## src/rtl/change_dispenser.sv

```systemverilog
// change_dispenser
//
// Computes the change (or full refund) for a vending transaction and pays it
// out one coin at a time to the coin ejector over a valid/ready handshake.
// Coins are picked greedily from three denominations (HI, MID, LO), and each
// denomination has its own inventory counter. Whatever cannot be paid from
// the available inventory is reported as a shortfall.
//
// Optional build macro: CHANGE_TIMEOUT_EN
//   When defined, a coin left waiting for TIMEOUT_CYC cycles without being
//   accepted is withdrawn. The transaction then ends with timeout_flag set.
//   When undefined, a presented coin waits forever and timeout_flag is 0.
//
// Ports
//   clk, reset         clock; synchronous active-high reset
//   start              one-cycle request, sampled only while idle
//   current_amount     inserted credit, latched with start
//   product_price      selected price, latched with start (0 = cancel)
//   refill             reload every inventory to INV_INIT, honoured only while idle
//   coin_ready         ejector accepts the presented coin
//   coin_valid         a coin is being presented
//   coin_sel           presented coin type: 2 = HI, 1 = MID, 0 = LO
//   busy               high whenever a transaction is in progress
//   done               one-cycle completion pulse
//   valid_transaction  1 = sale, 0 = refund
//   change_amount      total owed for the current/last transaction
//   shortfall          amount that could not be paid out
//   inv_flat           inventory counts {HI, MID, LO}
//   timeout_flag       handshake timed out
module change_dispenser #(
    parameter int AMT_W       = 8,
    parameter int VAL_HI      = 10,
    parameter int VAL_MID     = 5,
    parameter int VAL_LO      = 1,
    parameter int INV_W       = 6,
    parameter int INV_INIT    = 4,
    parameter int TIMEOUT_CYC = 255
) (
    input  logic               clk,
    input  logic               reset,
    input  logic               start,
    input  logic [AMT_W-1:0]   current_amount,
    input  logic [AMT_W-1:0]   product_price,
    input  logic               refill,
    input  logic               coin_ready,
    output logic               coin_valid,
    output logic [1:0]         coin_sel,
    output logic               busy,
    output logic               done,
    output logic               valid_transaction,
    output logic [AMT_W-1:0]   change_amount,
    output logic [AMT_W-1:0]   shortfall,
    output logic [3*INV_W-1:0] inv_flat,
    output logic               timeout_flag
);

    localparam logic [AMT_W-1:0] V_HI     = AMT_W'(VAL_HI);
    localparam logic [AMT_W-1:0] V_MID    = AMT_W'(VAL_MID);
    localparam logic [AMT_W-1:0] V_LO     = AMT_W'(VAL_LO);
    localparam logic [INV_W-1:0] INV_FULL = INV_W'(INV_INIT);
    localparam logic [INV_W-1:0] INV_ONE  = INV_W'(1);

    typedef enum logic [1:0] {
        S_IDLE,
        S_CALC,
        S_DISPENSE,
        S_DONE
    } state_t;

    state_t           state;
    logic [AMT_W-1:0] amt_lat;
    logic [AMT_W-1:0] price_lat;
    logic [AMT_W-1:0] remain;
    logic [INV_W-1:0] inv_hi;
    logic [INV_W-1:0] inv_mid;
    logic [INV_W-1:0] inv_lo;

    logic             sel_found;
    logic [1:0]       sel_coin;

`ifdef CHANGE_TIMEOUT_EN
    localparam int TO_W = (TIMEOUT_CYC < 2) ? 1 : $clog2(TIMEOUT_CYC + 1);
    localparam logic [TO_W-1:0] TO_LAST = TO_W'(TIMEOUT_CYC - 1);
    logic [TO_W-1:0] to_cnt;
    logic            to_flag;
`else
    logic unused_timeout_cfg;
    assign unused_timeout_cfg = (TIMEOUT_CYC != 0);
`endif

    // Face value of a coin type.
    function automatic logic [AMT_W-1:0] coin_value(input logic [1:0] sel);
        case (sel)
            2'd2:    coin_value = V_HI;
            2'd1:    coin_value = V_MID;
            default: coin_value = V_LO;
        endcase
    endfunction

    // Greedy choice: the largest coin that still fits in the remainder and
    // that is still in stock.
    always_comb begin
        sel_found = 1'b0;
        sel_coin  = 2'd0;
        if (remain != '0) begin
            if (remain >= V_HI && inv_hi != '0) begin
                sel_found = 1'b1;
                sel_coin  = 2'd2;
            end else if (remain >= V_MID && inv_mid != '0) begin
                sel_found = 1'b1;
                sel_coin  = 2'd1;
            end else if (remain >= V_LO && inv_lo != '0) begin
                sel_found = 1'b1;
                sel_coin  = 2'd0;
            end
        end
    end

    assign inv_flat = {inv_hi, inv_mid, inv_lo};

    always_ff @(posedge clk) begin
        if (reset) begin
            state             <= S_IDLE;
            amt_lat           <= '0;
            price_lat         <= '0;
            remain            <= '0;
            inv_hi            <= INV_FULL;
            inv_mid           <= INV_FULL;
            inv_lo            <= INV_FULL;
            coin_valid        <= 1'b0;
            coin_sel          <= 2'd0;
            busy              <= 1'b0;
            done              <= 1'b0;
            valid_transaction <= 1'b0;
            change_amount     <= '0;
            shortfall         <= '0;
`ifdef CHANGE_TIMEOUT_EN
            to_cnt            <= '0;
            to_flag           <= 1'b0;
`endif
        end else begin
            done <= 1'b0;
            case (state)
                S_IDLE: begin
                    // Refill is applied on the same edge as start, so the
                    // new transaction already sees full inventory.
                    if (refill) begin
                        inv_hi  <= INV_FULL;
                        inv_mid <= INV_FULL;
                        inv_lo  <= INV_FULL;
                    end
                    if (start) begin
                        amt_lat   <= current_amount;
                        price_lat <= product_price;
                        busy      <= 1'b1;
                        state     <= S_CALC;
`ifdef CHANGE_TIMEOUT_EN
                        to_flag   <= 1'b0;
                        to_cnt    <= '0;
`endif
                    end
                end

                S_CALC: begin
                    // The subtraction is only taken when amount >= price, so
                    // it cannot wrap.
                    if (price_lat != '0 && amt_lat >= price_lat) begin
                        change_amount     <= amt_lat - price_lat;
                        remain            <= amt_lat - price_lat;
                        valid_transaction <= 1'b1;
                    end else begin
                        change_amount     <= amt_lat;
                        remain            <= amt_lat;
                        valid_transaction <= 1'b0;
                    end
                    state <= S_DISPENSE;
                end

                S_DISPENSE: begin
                    if (coin_valid) begin
                        if (coin_ready) begin
                            // Coin accepted: charge it against the remainder
                            // and the stock. The next coin is chosen one
                            // cycle later from the updated values.
                            coin_valid <= 1'b0;
                            remain     <= remain - coin_value(coin_sel);
                            case (coin_sel)
                                2'd2:    if (inv_hi  != '0) inv_hi  <= inv_hi  - INV_ONE;
                                2'd1:    if (inv_mid != '0) inv_mid <= inv_mid - INV_ONE;
                                default: if (inv_lo  != '0) inv_lo  <= inv_lo  - INV_ONE;
                            endcase
`ifdef CHANGE_TIMEOUT_EN
                            to_cnt <= '0;
                        end else if (to_cnt == TO_LAST) begin
                            // Give up on the ejector; the pending coin is
                            // not deducted.
                            coin_valid <= 1'b0;
                            to_flag    <= 1'b1;
                            to_cnt     <= '0;
                            state      <= S_DONE;
                        end else begin
                            to_cnt <= to_cnt + 1'b1;
`endif
                        end
                    end else if (!sel_found) begin
                        state <= S_DONE;
                    end else begin
                        coin_valid <= 1'b1;
                        coin_sel   <= sel_coin;
                    end
                end

                S_DONE: begin
                    shortfall <= remain;
                    done      <= 1'b1;
                    busy      <= 1'b0;
                    state     <= S_IDLE;
                end

                default: state <= S_IDLE;
            endcase
        end
    end

`ifdef CHANGE_TIMEOUT_EN
    assign timeout_flag = to_flag;
`else
    assign timeout_flag = 1'b0;
`endif

endmodule
```

## config.mk

```make
export PLATFORM = sky130hd
export DESIGN_NAME = change_dispenser
export DESIGN_NICKNAME = d
export VERILOG_FILES = /design/src/rtl/change_dispenser.sv
export SDC_FILE = /design/constraint.sdc
export NUM_CORES = 1
export LEC_CHECK = 0
export CORE_ASPECT_RATIO = 0.9
export CORE_MARGIN = 2
export CORE_UTILIZATION = 30
export DETAILED_ROUTE_END_ITERATION = 12
export PLACE_DENSITY_LB_ADDON = 0.3
export SETUP_SLACK_MARGIN = 0.15
export SYNTH_ARGS = -nofsm -noshare
export SYNTH_HDL_FRONTEND = slang
export SYNTH_SLANG_ARGS = --single-unit
```

## constraint.sdc

```tcl
create_clock -name clk -period 2.5 [get_ports clk]
set_clock_uncertainty 0.05 [all_clocks]
set_input_delay 0.375 -clock clk [delete_from_list [all_inputs] [get_ports clk]]
set_output_delay 0.375 -clock clk [all_outputs]
set_load 0.02 [all_outputs]
```

[Yosys cells after proc, flatten, opt, wreduce, memory -nomap -nowiden]
Cells that the tools add are included.
Storage, ports and cells
  bits in registers: 66
  bits of input ports: 21
  output and inout port bits: 41
  word-level logic and storage cells: 106
Operators by class
  $add $sub $neg: 5
  magnitude comparators: 4
  equal/unequal tests: 17
  multiplexer cells: 43
  bitwise operators: 1
  reduce and logical (&&, ||, !) cells: 22
Operators by type and width (number)
  6-bit two-way mux: 13
  8-bit two-way mux: 7
  6-bit case mux with 2 select lines: 3
  2-bit inequality test (second input constant): 10
  6-bit AND reduction: 3
  6-bit nonzero test: 3
  6-bit by 1-bit subtractor with 6-bit output (second input constant): 3
  8-bit case mux with 2 select lines: 1
  8-bit nonzero test: 2
  8-bit subtractor: 2
  1-bit two-way mux: 11
  2-bit two-way mux: 5
  3-bit AND reduction: 3
  8-bit by 1-bit >= comparator with 1-bit output (second input constant): 1
  8-bit by 3-bit >= comparator with 1-bit output (second input constant): 1
  8-bit by 4-bit >= comparator with 1-bit output (second input constant): 1
  8-bit >= comparator: 1
  2-bit case mux with 4 select lines: 1
  4-bit case mux with 2 select lines: 1
  2-bit == test (second input constant): 3
  2-bit nonzero test: 3
  2-bit by 1-bit == test with 1-bit output (second input constant): 2
  1-bit logical AND: 4
  2-bit by 1-bit inequality test with 1-bit output (second input constant): 2
  other kinds (5): 6

[Longest topological paths before layout]
Gate-level depths: netlist of run 1.
  word-level depth: 10
  gate-level depth with buffers: 11
  depth with buffers taken out: 11

[Least setup slack after synthesis of run 1]
Ideal clock, no wire load.
  kind: register to register
  start point: register coin_sel[0]
  end point: register remain[6]
  setup time: 0.134 ns
  arrival: 2.240 ns
  data required time: 2.316 ns
  slack: 0.076 ns
  stages on the path, launching flop included: 12
  path buffers: 0
  clock period less this slack: 2.424 ns
  path through: dfxtp_1 inv_1 ha_1 inv_1 ha_1 fa_1 nor2b_1 o21ai_0 nor4b_1 mux2_2 a22oi_1 o22ai_1
On the way
  cells in the longest elaborated chain, start to end: 10
  elaborated cells on any way between the ends: 11
  classes of those cells: add/sub (1); eq/ne (2); mux (8)
RTL lines
  from (decl): RTL line 47  | output logic [1:0] coin_sel,
  from (signal assigned): RTL line 209  | coin_sel <= sel_coin;
  2-bit by 1-bit == test with 1-bit output / 2-bit == test (equally long branches): RTL line 93  | case (sel)
  4-bit case mux with 2 select lines (*): RTL line 93
  8-bit two-way mux (*): RTL line 181  | if (coin_ready) begin
  8-bit two-way mux (*): RTL line 180  | if (coin_valid) begin
  8-bit two-way mux (*): RTL line 143  | case (state)
  8-bit two-way mux (*): RTL line 122  | if (reset) begin
  8-bit subtractor (*): RTL line 186  | remain <= remain - coin_value(coin_sel);
  8-bit two-way mux (*): RTL line 181
  8-bit two-way mux (*): RTL line 180
  8-bit case mux with 2 select lines (*): RTL line 143
  to (signal assigned): RTL line 169  | remain <= amt_lat - price_lat;
  to (signal assigned): RTL line 173  | remain <= amt_lat;
  to (signal assigned): RTL line 186
  to (decl): RTL line 73  | logic [AMT_W-1:0] remain;
Mark *: on every way between the ends. The rest lies on a longest branch, timed or not. The select of a mux whose other input is x is not followed.
A chain may end at the register's enable or synchronous reset.

[Worst setup path after layout of run 1]
  start point: register amt_lat[0]
  end point: register remain[4]
On the way
  cells in the longest elaborated chain, start to end: 4
  elaborated cells on any way between the ends: 5
  classes of those cells: add/sub (1); order compare (1); mux (2); reduce/logical (1)
RTL lines
  from (decl): RTL line 71  | logic [AMT_W-1:0] amt_lat;
  from (signal assigned): RTL line 153  | amt_lat <= current_amount;
  8-bit >= comparator: RTL line 167  | if (price_lat != '0 && amt_lat >= price_lat) begin
  1-bit logical AND: RTL line 167
  8-bit two-way mux (*): RTL line 167
  8-bit case mux with 2 select lines (*): RTL line 143
Mark *: on every way between the ends. The rest lies on a longest branch, timed or not.

==> results.toml, run 1 <==
[placement]
postPlaceCellArea_um2 = 4470
dp_hpwl_um = 6920
port_buffers = 60
place_congestion = 0.895

[timing]
post-route-min-period_ns = 2.35
fin_crit_sh = 0.941
maxSlewViolCount = 0
rsz0062_at_grt = "true"
setup-violations-final = 0
max_freq_mhz = 425
hold_violations = 0
worstMarginPinSlew_ns = 0.601
relSlewSlack = 0.599

[worst_setup_path]
required_ns = 2.64
critPathSlowestCell = "fa_2"
crit_path_start_kind = "register"
critPathBufInv = 2
r2r_cells = 10
critPathArrivalTime_ns = 2.49
crit_cells = 10
critPathTopFamily = "compound AO/OA/AOI/OAI gates"
crit_path_end_kind = "register"
reg2reg_slack_ns = 0.15
critPathMaxStageDelay_ns = 0.41
path_class = "register to register"
crit_fanout = 5
cp_cell_sequence = "inv_2 > ha_4 > fa_2 > nor2b_4 > o21ai_2 > a31oi_2 > o21a_4 > buf_12 > mux2i_4 > o22ai_1"

[synthesis]
yosysTopAreaCellShare = 0.358
synth_edf_count = 0
async_reset_ff_frac = 0
avgSynthCellArea_um2 = 8.32
synthTopCellsByArea = "dfxtp_1 36%, ha_1 7.5%, nand2_1 5.5%, a21oi_1 5.2%, nor2_1 5.1%"
ys.flop_type = "dfxtp_1"
yosys_warnings = 0
ys_ff_latch = 66
ys_types = 64
ys_seq_area_frac = 0.358
synth_nets = 488
netlist_area_um2 = 3690
syn_inst = 443
yosysTopAreaCell = "dfxtp_1"

[route]
drtAntennaViolNets = 0
routed_wl_um = 9520
wl_per_cell_um = 14.0
via_per_inst = 4.85
via_count = 3285
first_pass_iters = 4
drt_iter0_drc = 92
remaining_drc_errors = 0

[cts]
cts_made_buffers = 9
clock-sinks = 66
clockBufferDepth = 2
clk_latency_ns = 0.33
cts_tree = "yes"
cts-hold-fix-buffers = 0
h-tree-depth = 3
path_clk_slew_ns = 0.05
cts-root-buf = "clkbuf_16"

[floorplanning]
pin_count = 62
die_area_um2 = 13200
die_w_um = 121
start_util = 0.307
rows = 38
core_area_um2 = 12000
die_h_um = 109

[layout]
nNetsFinal = 558
layout_commonest_cell = "dfxtp_1"
multi_input_area_um2 = 2350
drive_gt1_frac = 0.162
fill_cells = 1208
syn2layout_area_growth_pct = 37.6
seqCellArea_um2 = 1330
fin_area_um2 = 5070
n_antenna_cell = 0
final_cell_mix = "63 x dfxtp_1, 59 x clkdlybuf4s50_1, 54 x nand2_1"

[power]
power_density_nw_per_um2 = 1270
peakVddDrop_uv = 395
cellLeakagePower_nw = 1.84
power_w = 0.00645

[worst_hold_path]
hold_path_class = "register to register"
min_path_cells = 2

[grt]
met3_usage = 0.0340
grt.busiest_layer = "met2"
antenna_found_initial = 0
grt_max_degree = 33
gr-total-overflow = 0
grt_pass1_vias = 3124
grt_pass1_wl_um = 14900
grt_usage = 0.143
use_met2 = 0.223
use_met1 = 0.188

[run_status]
status = "complete, no violations"

[job]
cap_viol_max_count = 0
-- cells by family (layout without fill, tap and decap cells) --
logic type / count (synthesis) / in the layout / synth area share
multiplexers: 21 / 21 / 0.0584
XOR/XNOR: 21 / 21 / 0.0499
other: 1 / 1 / 0.00102
AND/OR/NAND/NOR: 164 / 164 / 0.217
buffers and inverters: 51 / 126 / 0.0624
AO/OA/AOI/OAI: 95 / 95 / 0.168
flip-flops: 66 / 66 / 0.358
adder cells (fa/ha/maj): 24 / 24 / 0.0855
-- sequential cells by signal (all words and copies together), names as in the netlist, 2 cells and up --
name / count
inv_lo: 6
remain: 8
change_amount: 8
inv_mid: 6
amt_lat: 8
coin_sel: 2
state: 2
inv_hi: 6
shortfall: 8
price_lat: 8
-- Yosys cell counts, drive strengths merged (9+ instances only) --
library cell	n
nand2	54
nand3	9
xor2	11
xnor2	10
mux2i	17
nor3	13
inv	30
a21oi	39
ha	22
clkbuf	13
nor2	50
dfxtp	66
-- power breakdown --
part | switching (W) | leakage, nW | total [W] | internal (W)
logic | 0.00190 | 1.16 | 0.00362 | 0.00172
clock network | 0.000449 | 0.145 | 0.00127 | 0.000824
registers | 0.000271 | 0.539 | 0.00155 | 0.00128
total | 0.00262 | 1.84 | 0.00645 | 0.00383
-- path summary, 6_finish.rpt --
kind | from | end
worst max-delay path | amt_lat[0] | remain[4]
worst min-delay path | change_amount[0] | change_amount[0]
worst max register to register | amt_lat[0] | remain[4]
worst min register to register | change_amount[0] | change_amount[0]
-- metal layers --
metal	share of wire	vias up
met2	0.47	70
met5	0	-
met3	0.049	16
li1	-	1671
met1	0.46	1528
met4	0.021	0
-- worst min-delay path, stage by stage, from the launching register on --
cell     delay (ns)
dfxtp_1        0.31
nand2_1        0.06
a21oi_1        0.05
-- final cells by class --
| type | count | share of cell area |
|---|---|---|
| multi-input cells | 326 | 0.464 |
| well taps | 160 | 0.0394 |
| clock inverters | 4 | 0.00986 |
| flip-flops and latches | 66 | 0.262 |
| clock buffers | 12 | 0.0505 |
| repair buffers | 79 | 0.151 |
| inverters | 31 | 0.0234 |
-- metrics by stage --
stage / hold slack (ns) / TNS, ns / instances / setup slack, ns / util
floorplan: 0.396 / 0 / 443 / 0.166 / -
global placement: 0.413 / 0 / 655 / 0.0738 / 0.372
detailed placement: 0.414 / -0.100 / 655 / -0.0276 / 0.372
CTS: 0.421 / 0 / 672 / 0.170 / 0.400
global route: 0.442 / 0 / 678 / 0.0720 / 0.422
finish: 0.422 / 0 / 678 / 0.148 / 0.422
-- timing repair --
action	in CTS	in global routing
resized for setup	9	36
pin swaps	2	12
setup endpoints to repair	12	18
buffers inserted	1	5
cloned	0	1
endpoints found under the hold margin	0	0
(Power assumes the default switching activity.)
==> inputs of run 2 (changes only) <==
==> constraint.sdc (replaced) <==
create_clock -name clk -period 2.33 [get_ports clk]
set_clock_uncertainty 0.05 [all_clocks]
set_input_delay 0.3495 -clock clk [delete_from_list [all_inputs] [get_ports clk]]
set_output_delay 0.3495 -clock clk [all_outputs]
set_load 0.02 [all_outputs]
==> results.toml, run 2 (synthesis results as in run 1) <==
[route]
dr.max_layer_used = "met4"
first_pass_iters = 4
remaining_drc_errors = 0
wl_met2_um = 4390
via_count = 3283
via_per_inst = 4.80
drt_iter0_drc = 88
wl_met1_um = 4590
routed_wl_um = 9410
wl_per_cell_um = 13.8
met3_length_um = 275
drtAntennaViolNets = 0

[worst_setup_path]
crit_fanout = 8
critPathMaxStageDelay_ns = 0.37
crit_path_start_kind = "register"
cp_cell_sequence = "inv_2 > ha_4 > fa_2 > nor2b_4 > o21ai_2 > a31oi_2 > o21a_1 > buf_6 > mux2i_2 > o22ai_1"
required_ns = 2.48
regToRegStartpoint = "amt_lat[0]"
crit_cells = 10
cp-endpoint = "remain[5]"
reg2reg_slack_ns = 0.07
path_class = "register to register"
critPathLaunch = "amt_lat[0]"
r2r_end = "remain[5]"
r2r_cells = 10
critPathTopFamily = "compound AO/OA/AOI/OAI gates"
crit_path_end_kind = "register"
critPathSlowestCell = "fa_2"
critPathBufInv = 2
critPathArrivalTime_ns = 2.41

[cts]
cts_tree = "yes"
path_clk_slew_ns = 0.05
clock-sinks = 66
clockBufferDepth = 2
h-tree-depth = 3
cts_made_buffers = 9
clk_latency_ns = 0.33
cts-root-buf = "clkbuf_16"

[placement]
dp.cells = 663
port_buffers = 60
place_congestion = 0.856
place_ws_ns = -0.0597
dp_hpwl_um = 7150

[layout]
syn2layout_area_growth_pct = 38.0
finalNonFillerCells = 684
fill_cells = 1182
drive_gt1_frac = 0.172
layout_commonest_cell = "dfxtp_1"
post-route-util = 0.423
seqCellArea_um2 = 1340
final_cell_mix = "61 x dfxtp_1, 59 x clkdlybuf4s50_1, 54 x nand2_1"
nNetsFinal = 564
n_antenna_cell = 0
multi_input_area_um2 = 2320

[grt]
grt_usage = 0.146
grt_pass1_vias = 3273
grt_pass1_wl_um = 15300
grt_max_degree = 33
gr-total-overflow = 0
antenna_found_initial = 0

[run_status]
status = "complete, no violations"

[floorplanning]
core_area_um2 = 12000
rows = 38
start_util = 0.307
die_area_um2 = 13200
die_h_um = 109
pin_count = 62
die_w_um = 121

[timing]
relSlewSlack = 0.575
max_freq_mhz = 442
fin_crit_sh = 0.972
rsz0062_at_grt = "true"
post-route-min-period_ns = 2.26
setup_ws_ns = 0.0658
tns_ns = 0
setup-violations-final = 0
hold_violations = 0
worstMarginPinSlew_ns = 0.637
maxSlewViolCount = 0

[power]
power_density_nw_per_um2 = 1370
peakVddDrop_uv = 545
power_w = 0.00696
cellLeakagePower_nw = 1.87

[worst_hold_path]
hold_path_class = "register to register"

[job]
cap_viol_max_count = 0
-- run 2: cell count changes in the layout (fill, tap and decap cells not counted), sizes merged --
cell / previous run / this run
clkinvlp: 2 / 1
bufinv: 1 / 2
clkbuf: 13 / 10
inv: 30 / 32
buf: 19 / 26
-- run 2: what timing repair did --
item,CTS,global route
hold buffers,0,0
setup buffers,5,0
pin swaps,8,5
resized for setup,16,15
setup endpoints to repair,13,28
-- run 2: worst min path at each step --
stage	startpoint	endpoint	slack [ns]	depth (start not counted)
floorplan	price_lat[2]	price_lat[2]	0.40	2
detailed placement	change_amount[0]	change_amount[0]	0.42	2
global placement	change_amount[0]	change_amount[0]	0.42	2
global route	price_lat[4]	price_lat[4]	0.45	2
finish	price_lat[2]	price_lat[2]	0.42	2
CTS	change_amount[0]	change_amount[0]	0.42	2
-- run 2: tightest hold or removal path, stage by stage, from the launching register on --
cell and delay (ns):
dfxtp_1 0.32, nand2_1 0.05, a21oi_1 0.05
-- run 2: report_power, final --
group | internal (W) | switching (W) | total [W]
Sequential | 0.00138 | 0.000266 | 0.00165
Combinational | 0.00182 | 0.00203 | 0.00385
Clock | 0.000967 | 0.000499 | 0.00147
Total | 0.00417 | 0.00280 | 0.00696
-- run 2: final cells by class --
cell class	count	area share
inverter	31	0.0229
clock buffer	10	0.0470
sequential	66	0.262
multi-input combinational	326	0.456
clock inverter	6	0.0172
timing repair buffer	85	0.155
tap	160	0.0393
-- run 2: through the flow --
| stage | area (um^2) | hold slack (ns) |
|---|---|---|
| after floorplan | 3740 | 0.396 |
| after global placement | 4580 | 0.416 |
| after detailed placement | 4580 | 0.415 |
| after CTS | 5020 | 0.424 |
| after global routing | 5090 | 0.452 |
| final | 5090 | 0.421 |
-- run 2: metal layers --
layer	vias to the layer above	track usage
met2	47	0.237
met1	1535	0.190
li1	1690	-
met5	-	0
met3	11	0.0288
met4	0	0.0631
==> inputs of run 3 (changes only) <==
--- a/config.mk
+++ b/config.mk
@@ -8,9 +8,12 @@
 export CORE_ASPECT_RATIO = 0.9
 export CORE_MARGIN = 2
 export CORE_UTILIZATION = 30
+export CTS_BUF_LIST = sky130_fd_sc_hd__clkbuf_8 sky130_fd_sc_hd__clkbuf_16
 export DETAILED_ROUTE_END_ITERATION = 12
 export PLACE_DENSITY_LB_ADDON = 0.3
+export RECOVER_POWER = 100
 export SETUP_SLACK_MARGIN = 0.15
+export SLEW_MARGIN = 20
 export SYNTH_ARGS = -nofsm -noshare
 export SYNTH_HDL_FRONTEND = slang
 export SYNTH_SLANG_ARGS = --single-unit
==> results.toml, run 3 (synthesis results as in run 1) <==
[worst_setup_path]
critPathBufInv = 2
required_ns = 2.48
path_class = "register to register"
crit_fanout = 8
critPathArrivalTime_ns = 2.41
critPathSlowestCell = "fa_2"
crit_path_end_kind = "register"
critPathMaxStageDelay_ns = 0.37
critPathTopFamily = "compound AO/OA/AOI/OAI gates"
cp_cell_sequence = "inv_2 > ha_4 > fa_2 > nor2b_4 > o21ai_2 > a31oi_2 > o21a_1 > buf_6 > mux2i_2 > o22ai_1"
crit_path_start_kind = "register"

[layout]
fill_cells = 1187
fin_area_um2 = 5060
post-route-util = 0.421
n_antenna_cell = 0
layout_commonest_cell = "dfxtp_1"
finalNonFillerCells = 684
nNetsFinal = 564
syn2layout_area_growth_pct = 37.2
drive_gt1_frac = 0.158
final_cell_mix = "61 x dfxtp_1, 54 x nand2_1, 50 x nor2_1"

[cts]
h-tree-depth = 3
cts-hold-fix-buffers = 0
cts_tree = "yes"
cts_made_buffers = 9
clock-sinks = 66
path_clk_slew_ns = 0.05
clk_latency_ns = 0.33
clockBufferDepth = 2
cts-root-buf = "clkbuf_16"

[job]
cap_viol_max_count = 0

[floorplanning]
start_util = 0.307
rows = 38
die_h_um = 109
die_w_um = 121
die_area_um2 = 13200
pin_count = 62
core_area_um2 = 12000

[placement]
dp_hpwl_um = 7150
dp.cells = 663
port_buffers = 60
postPlaceCellArea_um2 = 4580
place_congestion = 0.856

[timing]
tns_ns = 0
fin_crit_sh = 0.973
whs_ns = 0.417
maxSlewViolCount = 0
rsz0062_at_grt = "true"
setup-violations-final = 0
post-route-min-period_ns = 2.27
hold_violations = 0
relSlewSlack = 0.570
worstMarginPinSlew_ns = 0.644
max_freq_mhz = 441

[grt]
grt_pass1_vias = 3273
antenna_found_initial = 0
gr-total-overflow = 0
grt_pass1_wl_um = 15300
grt_max_degree = 33
grt_usage = 0.146

[power]
cellLeakagePower_nw = 1.98
power_density_nw_per_um2 = 1350
peakVddDrop_uv = 545

[route]
first_pass_iters = 4
drtAntennaViolNets = 0
routed_wl_um = 9440
via_per_inst = 4.84
wl_per_cell_um = 13.8
drt_iter0_drc = 101
via_count = 3308
remaining_drc_errors = 0

[worst_hold_path]
hold_path_class = "register to register"

[run_status]
status = "complete, no violations"
-- run 3: per-stage QoR --
stage / total power (W) / worst slack, ns
final: 0.00681 / 0.0638
after global routing: 0.00731 / -0.0465
after CTS: 0.00683 / 0.0651
after detailed placement: 0.00508 / -0.0597
after global placement: 0.00503 / -0.0705
after floorplan: 0.00406 / 0.152
-- run 3: repair_timing --
action                     4_1_cts  5_1_grt
buffers inserted                 5        0
setup endpoints to repair       13       28
cloned                           0        0
pin swaps                        8        5
gates resized for setup         16       15
-- run 3: worst reg2reg max path, cell delays in order, from the launching register on --
cell and delay (ns):
dfxtp_2 0.33, inv_2 0.04, ha_4 0.15, fa_2 0.37
nor2b_4 0.15, o21ai_2 0.08, a31oi_2 0.19, o21a_1 0.18
buf_6 0.20, mux2i_2 0.29, o22ai_1 0.12
-- run 3: path summary, 6_finish.rpt --
check	startpoint	endpoint	slack [ns]	depth (start not counted)
setup / recovery	amt_lat[0]	remain[5]	0.06	10
hold / removal	change_amount[0]	change_amount[0]	0.42	2
setup reg to reg	amt_lat[0]	remain[5]	0.06	10
hold reg to reg	change_amount[0]	change_amount[0]	0.42	2
-- run 3: where the power goes --
part,internal (W),switching [W]
Sequential,0.00138,0.000259
Combinational,0.00169,0.00202
Clock,0.000967,0.000499
Total,0.00404,0.00278
-- run 3: layout make-up --
type,instances,area [um^2],share of cell area
Multi-Input combinational cell,326,2300,0.455
Sequential cell,66,1340,0.264
Timing Repair Buffer,85,781,0.154
Clock buffer,10,239,0.0472
Tap cell,160,200,0.0396
Inverter,31,116,0.0230
Clock inverter,6,87.6,0.0173
-- run 3: layer usage --
layer	wire [um]	global-route usage	up-vias
met4	152	0.0631	0
met1	4610	0.190	1554
li1	-	-	1692
met5	0	0	-
met2	4370	0.237	51
met3	302	0.0288	11
